### src/rtl/fetch_stage.sv
// Instruction fetch stage: keeps the pc, reads a combinational instruction
// memory and presents one registered fetch packet to decode. Redirects from
// execute flush the in-flight packet; misaligned targets produce one fault
// packet and park the stage until an aligned redirect or reset.
//
// Handshake: a packet transfers on a cycle where out_valid && out_ready.
// While out_valid is high and out_ready is low the packet, pc and state are
// frozen. out_valid does not depend combinationally on out_ready.
module fetch_stage #(
  parameter int          DEPTH    = 4096,
  parameter logic [31:0] RESET_PC = 32'h0000_0000,
  localparam int         AW       = $clog2(DEPTH)
) (
  input  logic          clk,
  input  logic          rst,
  output logic [AW-1:0] imem_addr,
  input  logic [31:0]   imem_instr,
  input  logic          redirect_valid,
  input  logic [31:0]   redirect_pc,
  output logic          out_valid,
  input  logic          out_ready,
  output logic [31:0]   out_instr,
  output logic [31:0]   out_pc,
  output logic          out_fault,
  output logic          fsm_state
);

  // Instruction placed in the fault packet so it decodes harmlessly (addi x0,x0,0).
  localparam logic [31:0] NOP_INSTR = 32'h0000_0013;

  typedef enum logic {
    RUN   = 1'b0,
    FAULT = 1'b1
  } state_t;

  state_t      state, state_nxt;
  logic [31:0] pc, pc_nxt;
  logic        valid_nxt;
  logic [31:0] instr_nxt;
  logic [31:0] opc_nxt;
  logic        fault_nxt;
  logic        stall;

  // The memory only sees the low address bits; pc keeps all 32.
  assign imem_addr = pc[AW-1:0];
  assign fsm_state = state;
  assign stall     = out_valid && !out_ready;

  // Next-state and next-packet selection: redirect, then stall, then fetch.
  always_comb begin
    state_nxt = state;
    pc_nxt    = pc;
    valid_nxt = out_valid;
    instr_nxt = out_instr;
    opc_nxt   = out_pc;
    fault_nxt = out_fault;
    if (redirect_valid) begin
      if (redirect_pc[1:0] == 2'b00) begin
        // Flush whatever is presented; the target is fetched next cycle.
        pc_nxt    = redirect_pc;
        valid_nxt = 1'b0;
        state_nxt = RUN;
      end else begin
        // Report the bad target as a packet; pc is left where it was.
        state_nxt = FAULT;
        valid_nxt = 1'b1;
        fault_nxt = 1'b1;
        opc_nxt   = redirect_pc;
        instr_nxt = NOP_INSTR;
      end
    end else if (!stall) begin
      case (state)
        RUN: begin
          valid_nxt = 1'b1;
          instr_nxt = imem_instr;
          opc_nxt   = pc;
          fault_nxt = 1'b0;
          pc_nxt    = pc + 32'd4;
        end
        FAULT: begin
          // Fault packet consumed (or already gone): stay idle.
          valid_nxt = 1'b0;
        end
        default: begin
          state_nxt = RUN;
        end
      endcase
    end
  end

  // State, pc and output packet registers with synchronous reset.
  always_ff @(posedge clk) begin
    if (rst) begin
      state     <= RUN;
      pc        <= RESET_PC;
      out_valid <= 1'b0;
      out_instr <= 32'd0;
      out_pc    <= 32'd0;
      out_fault <= 1'b0;
    end else begin
      state     <= state_nxt;
      pc        <= pc_nxt;
      out_valid <= valid_nxt;
      out_instr <= instr_nxt;
      out_pc    <= opc_nxt;
      out_fault <= fault_nxt;
    end
  end

endmodule

### config.mk
export PLATFORM = sky130hd
export DESIGN_NAME = fetch_stage
export DESIGN_NICKNAME = d
export VERILOG_FILES = /design/src/rtl/fetch_stage.sv
export SDC_FILE = /design/constraint.sdc
export NUM_CORES = 1
export LEC_CHECK = 0
export ABC_CLOCK_PERIOD_IN_PS = 3200
export CORE_ASPECT_RATIO = 1.1
export CORE_MARGIN = 2
export CORE_UTILIZATION = 52
export CTS_BUF_LIST = sky130_fd_sc_hd__clkbuf_4
export CTS_CLUSTER_SIZE = 8
export DETAILED_ROUTE_END_ITERATION = 6
export PLACE_DENSITY = 0.93
export SYNTH_ARGS = -nofsm -noshare
export SYNTH_HDL_FRONTEND = slang
export SYNTH_SLANG_ARGS = --single-unit
### constraint.sdc
create_clock -name clk -period 3.2 [get_ports clk]
set_input_delay 0.48 -clock clk [delete_from_list [all_inputs] [get_ports clk]]
set_output_delay 0.48 -clock clk [all_outputs]
set_load 0.005 [all_outputs]
==> impl_metrics.yaml <==
sta:
  fin_crit_sh_pct: 76.2
  rsz0062_at_grt: "false"
  slew_viol_final: 0
  max_freq_ghz: 0.410
  setup-violations-final: 0
  finalHoldViolCount: 0
  finClkSkew_ns: 0.0191
  period_needed_ns: 2.44
  whs_ns: 0.451
  fin_ws_ns: 0.762
  slew_headroom_pct: 55.6
  finalSetupTns_ns: 0
  worst_slew_pin_slew_ns: 0.664
logic_synthesis:
  yosys.area.top_type: "dfxtp_1"
  syn_area_sq_um: 4590
  syn-num-nets: 638
  synth_top_cells_by_area: "dfxtp_1 43%, nand2_1 6.5%, a21oi_1 6.3%"
  synth_top_area_share_pct: 43.2
  synthesis.instances: 569
  synth-async-reset-ratio_pct: 0
  syn_avg_cell_area_sq_um: 8.06
  synth-main-ff-cell: "dfxtp_1"
  synth_edf_count: 0
  synth.distinct_cells: 46
  ys_seq_elements: 99
  synth-seq-area-share_pct: 43.2
  yosysWarnings: 0
floorplanning:
  die_area_sq_um: 9590
  rows: 35
  initial_core_util_pct: 54.0
  die_w_um: 93.6
  coreArea_sq_um: 8500
  die_y_um: 103
  io-pin-count: 147
placed_design:
  io_buffers: 146
  post-dp-hpwl_mm: 9.83
  dpl_worst_slack_ns: 0.723
  globalplace.congestion: 0.824
cells_and_area:
  nets: 752
  area_delta_synth_final_pct: 33.9
  fillCellCount: 641
  drive_gt1_share_pct: 5.81
  n_antenna_cell: 0
cts:
  clk_pin_slew_ns: 0.16
  cts_htree_levels: 3
  cts_made_buffers: 9
  cts_buffer_depth: 2
  cts_root_buf: "clkbuf_4"
  clkLatencyLatePin_ns: 0.46
  hold_buffers: 0
  cts_resized: 0
  clock_sinks: 99
  cts_setup_buffers: 0
  cts_tree: "yes"
critical_path:
  worstSetupStartpointType: "flip-flop"
  path_buf_inv: 0
  required_ns: 3.60
  cp-end-kind: "flip-flop"
  max_stage_delay_ns: 0.62
  r2r_setup_slack_ns: 0.76
  critPathLaunch: "pc[2]$_SDFFE_PP0P_"
  r2r_start: "pc[2]$_SDFFE_PP0P_"
  critPathMaxFanout: 11
  crit_arrival_ns: 2.84
  critical_path_class: "flip-flop to flip-flop"
  rr_worst_depth: 6
  cpLargestDelayFamily: "simple AND/OR/NAND/NOR gates"
  cp_slowest_cell: "or4_4"
  cp_cell_sequence: "ha_1 -> and3b_1 -> nand3_1 -> or4_4 -> a211o_1 -> a31oi_1"
  r2r_end: "pc[24]$_SDFFE_PP0P_"
power_and_ir_drop:
  power_leakage_nw: 2.17
  ir_drop_mv: 0.232
  powerDensity_nw_per_um2: 421
detailed_routing:
  vias: 4904
  wl_mm: 14.0
  wl_per_cell_um: 17.5
  vias_per_cell: 6.14
  drtIter0Drc: 336
  ant_nets: 0
  drc_errors: 4
  first_pass_iters: 7
hold_path:
  hold_depth: 3
  min_from: "redirect_valid"
  min_to: "out_pc[10]$_SDFFE_PP0P_"
  min_path_type: "primary input to flip-flop"
global_route:
  grt_first_pass_wirelength_mm: 22.0
  grt_usage_pct: 28.5
  grt_max_degree: 41
  antenna_found_initial: 0
  grt_pass1_vias: 4638
  grt_overflow: 0
outcome:
  violations: "design-rule violations"
  status: "complete, but fails checks"
flow_run:
  cap_violations: 0
how the worst max path moves through the flow:
| stage | cells after the start | slack (ns) | endpoint |
|---|---|---|---|
| floorplan | 6 | 1.41 | pc[24]$_SDFFE_PP0P_ |
| global placement | 6 | 0.78 | pc[23]$_SDFFE_PP0P_ |
| global route | 6 | 0.68 | pc[24]$_SDFFE_PP0P_ |
| detailed placement | 6 | 0.72 | pc[23]$_SDFFE_PP0P_ |
| finish | 6 | 0.76 | pc[24]$_SDFFE_PP0P_ |
| CTS | 6 | 0.79 | pc[24]$_SDFFE_PP0P_ |
sequential cells by signal, indices dropped and copies added, names as in the netlist:
register   count
out_pc        32
out_valid      1
out_fault      1
out_instr     32
pc            32
fsm_state      1
worst min-delay path, cell delays in order:
cell      delay (ns)
buf_2           0.19
nand2_1         0.11
a311oi_1        0.09
synthesized netlist by cell type (2+ instances only):
| cell type | number |
|---|---|
| dfxtp_1 | 99 |
| nand2_1 | 80 |
| a21oi_1 | 58 |
| nor2_1 | 48 |
| nand3_1 | 43 |
| a311oi_1 | 33 |
| o21ai_0 | 27 |
| clkbuf_1 | 25 |
| a211oi_1 | 19 |
| mux2i_1 | 17 |
| buf_2 | 14 |
| buf_4 | 12 |
| nor3_1 | 12 |
| o22ai_1 | 9 |
| buf_1 | 6 |
| nand2b_1 | 6 |
| nand4_1 | 6 |
| nor4_1 | 5 |
| a22oi_1 | 4 |
| a31oi_1 | 4 |
| and2_1 | 4 |
| a21o_1 | 3 |
| and3_1 | 3 |
| and4_1 | 3 |
| inv_1 | 3 |
| nor3b_1 | 3 |
| buf_6 | 2 |
| o31ai_1 | 2 |
| or3_1 | 2 |
report_power, final:
part	internal, mW	total (mW)	switching (mW)
clock	0.172	0.623	0.451
combinational	0.299	0.566	0.267
sequential	1.32	1.40	0.0769
routing by layer:
layer / wire length [um] / vias up / share of wire [%] / track usage (%)
met5: 0 / - / 0 / 0
met3: 1070 / 44 / 7.7 / 5.63
met1: 5390 / 2296 / 39 / 33.8
met4: 428 / 0 / 3.1 / 11.9
met2: 7090 / 251 / 51 / 50.6
li1: - / 2313 / - / -
layout make-up:
type,count,area [sq um],share of cell area [%]
timing repair buffer,162,1580,25.8
inverter,4,15.0,0.244
clock buffer,9,67.6,1.10
multi-input combinational,407,2300,37.4
clock inverter,7,57.6,0.937
tap,111,139,2.26
sequential,99,1980,32.3
cells in the final DEF (no fill, tap or decap), types with 2 or more instances in the layout:
| cell | netlist | layout |
|---|---|---|
| clkdlybuf4s50_1 | 0 | 144 |
| dfxtp_1 | 99 | 99 |
| nand2_1 | 80 | 79 |
| a21oi_1 | 58 | 58 |
| nor2_1 | 48 | 48 |
| nand3_1 | 43 | 43 |
| a311oi_1 | 33 | 33 |
| o21ai_0 | 27 | 27 |
| a211oi_1 | 19 | 19 |
| mux2i_1 | 17 | 17 |
| buf_4 | 12 | 15 |
| nor3_1 | 12 | 12 |
| o22ai_1 | 9 | 9 |
| clkbuf_4 | 0 | 9 |
| nand2b_1 | 6 | 6 |
| nand4_1 | 6 | 6 |
| nor4_1 | 5 | 5 |
| and2_1 | 4 | 4 |
| a31oi_1 | 4 | 4 |
| a22oi_1 | 4 | 4 |
| nor3b_1 | 3 | 3 |
| and4_1 | 3 | 3 |
| and3_1 | 3 | 3 |
| a21o_1 | 3 | 3 |
| inv_1 | 3 | 3 |
| inv_6 | 0 | 3 |
| nand2_4 | 1 | 2 |
| or3_1 | 2 | 2 |
| o31ai_1 | 2 | 2 |
| clkinvlp_4 | 0 | 2 |
| buf_2 | 14 | 2 |
through the flow:
stage	instance area (sq um)	utilization, %	power [mW]	cells
floorplan	4590	-	1.67	569
global placement	6020	70.9	1.96	783
detailed placement	6020	70.9	1.98	783
CTS	6140	72.3	2.59	799
global route	6140	72.3	2.70	799
finish	6140	72.3	2.59	799
cell families (layout without fill, tap and decap cells):
logic type	after synthesis	in the layout	synth area share (%)
compound gates	167	167	23.4
fa+ha+maj	1	1	0.273
buf+inv	63	182	6.84
flops	99	99	43.2
mux	17	17	3.71
simple gates	222	222	22.6
No activity file was read; power rests on OpenSTA's default activity.
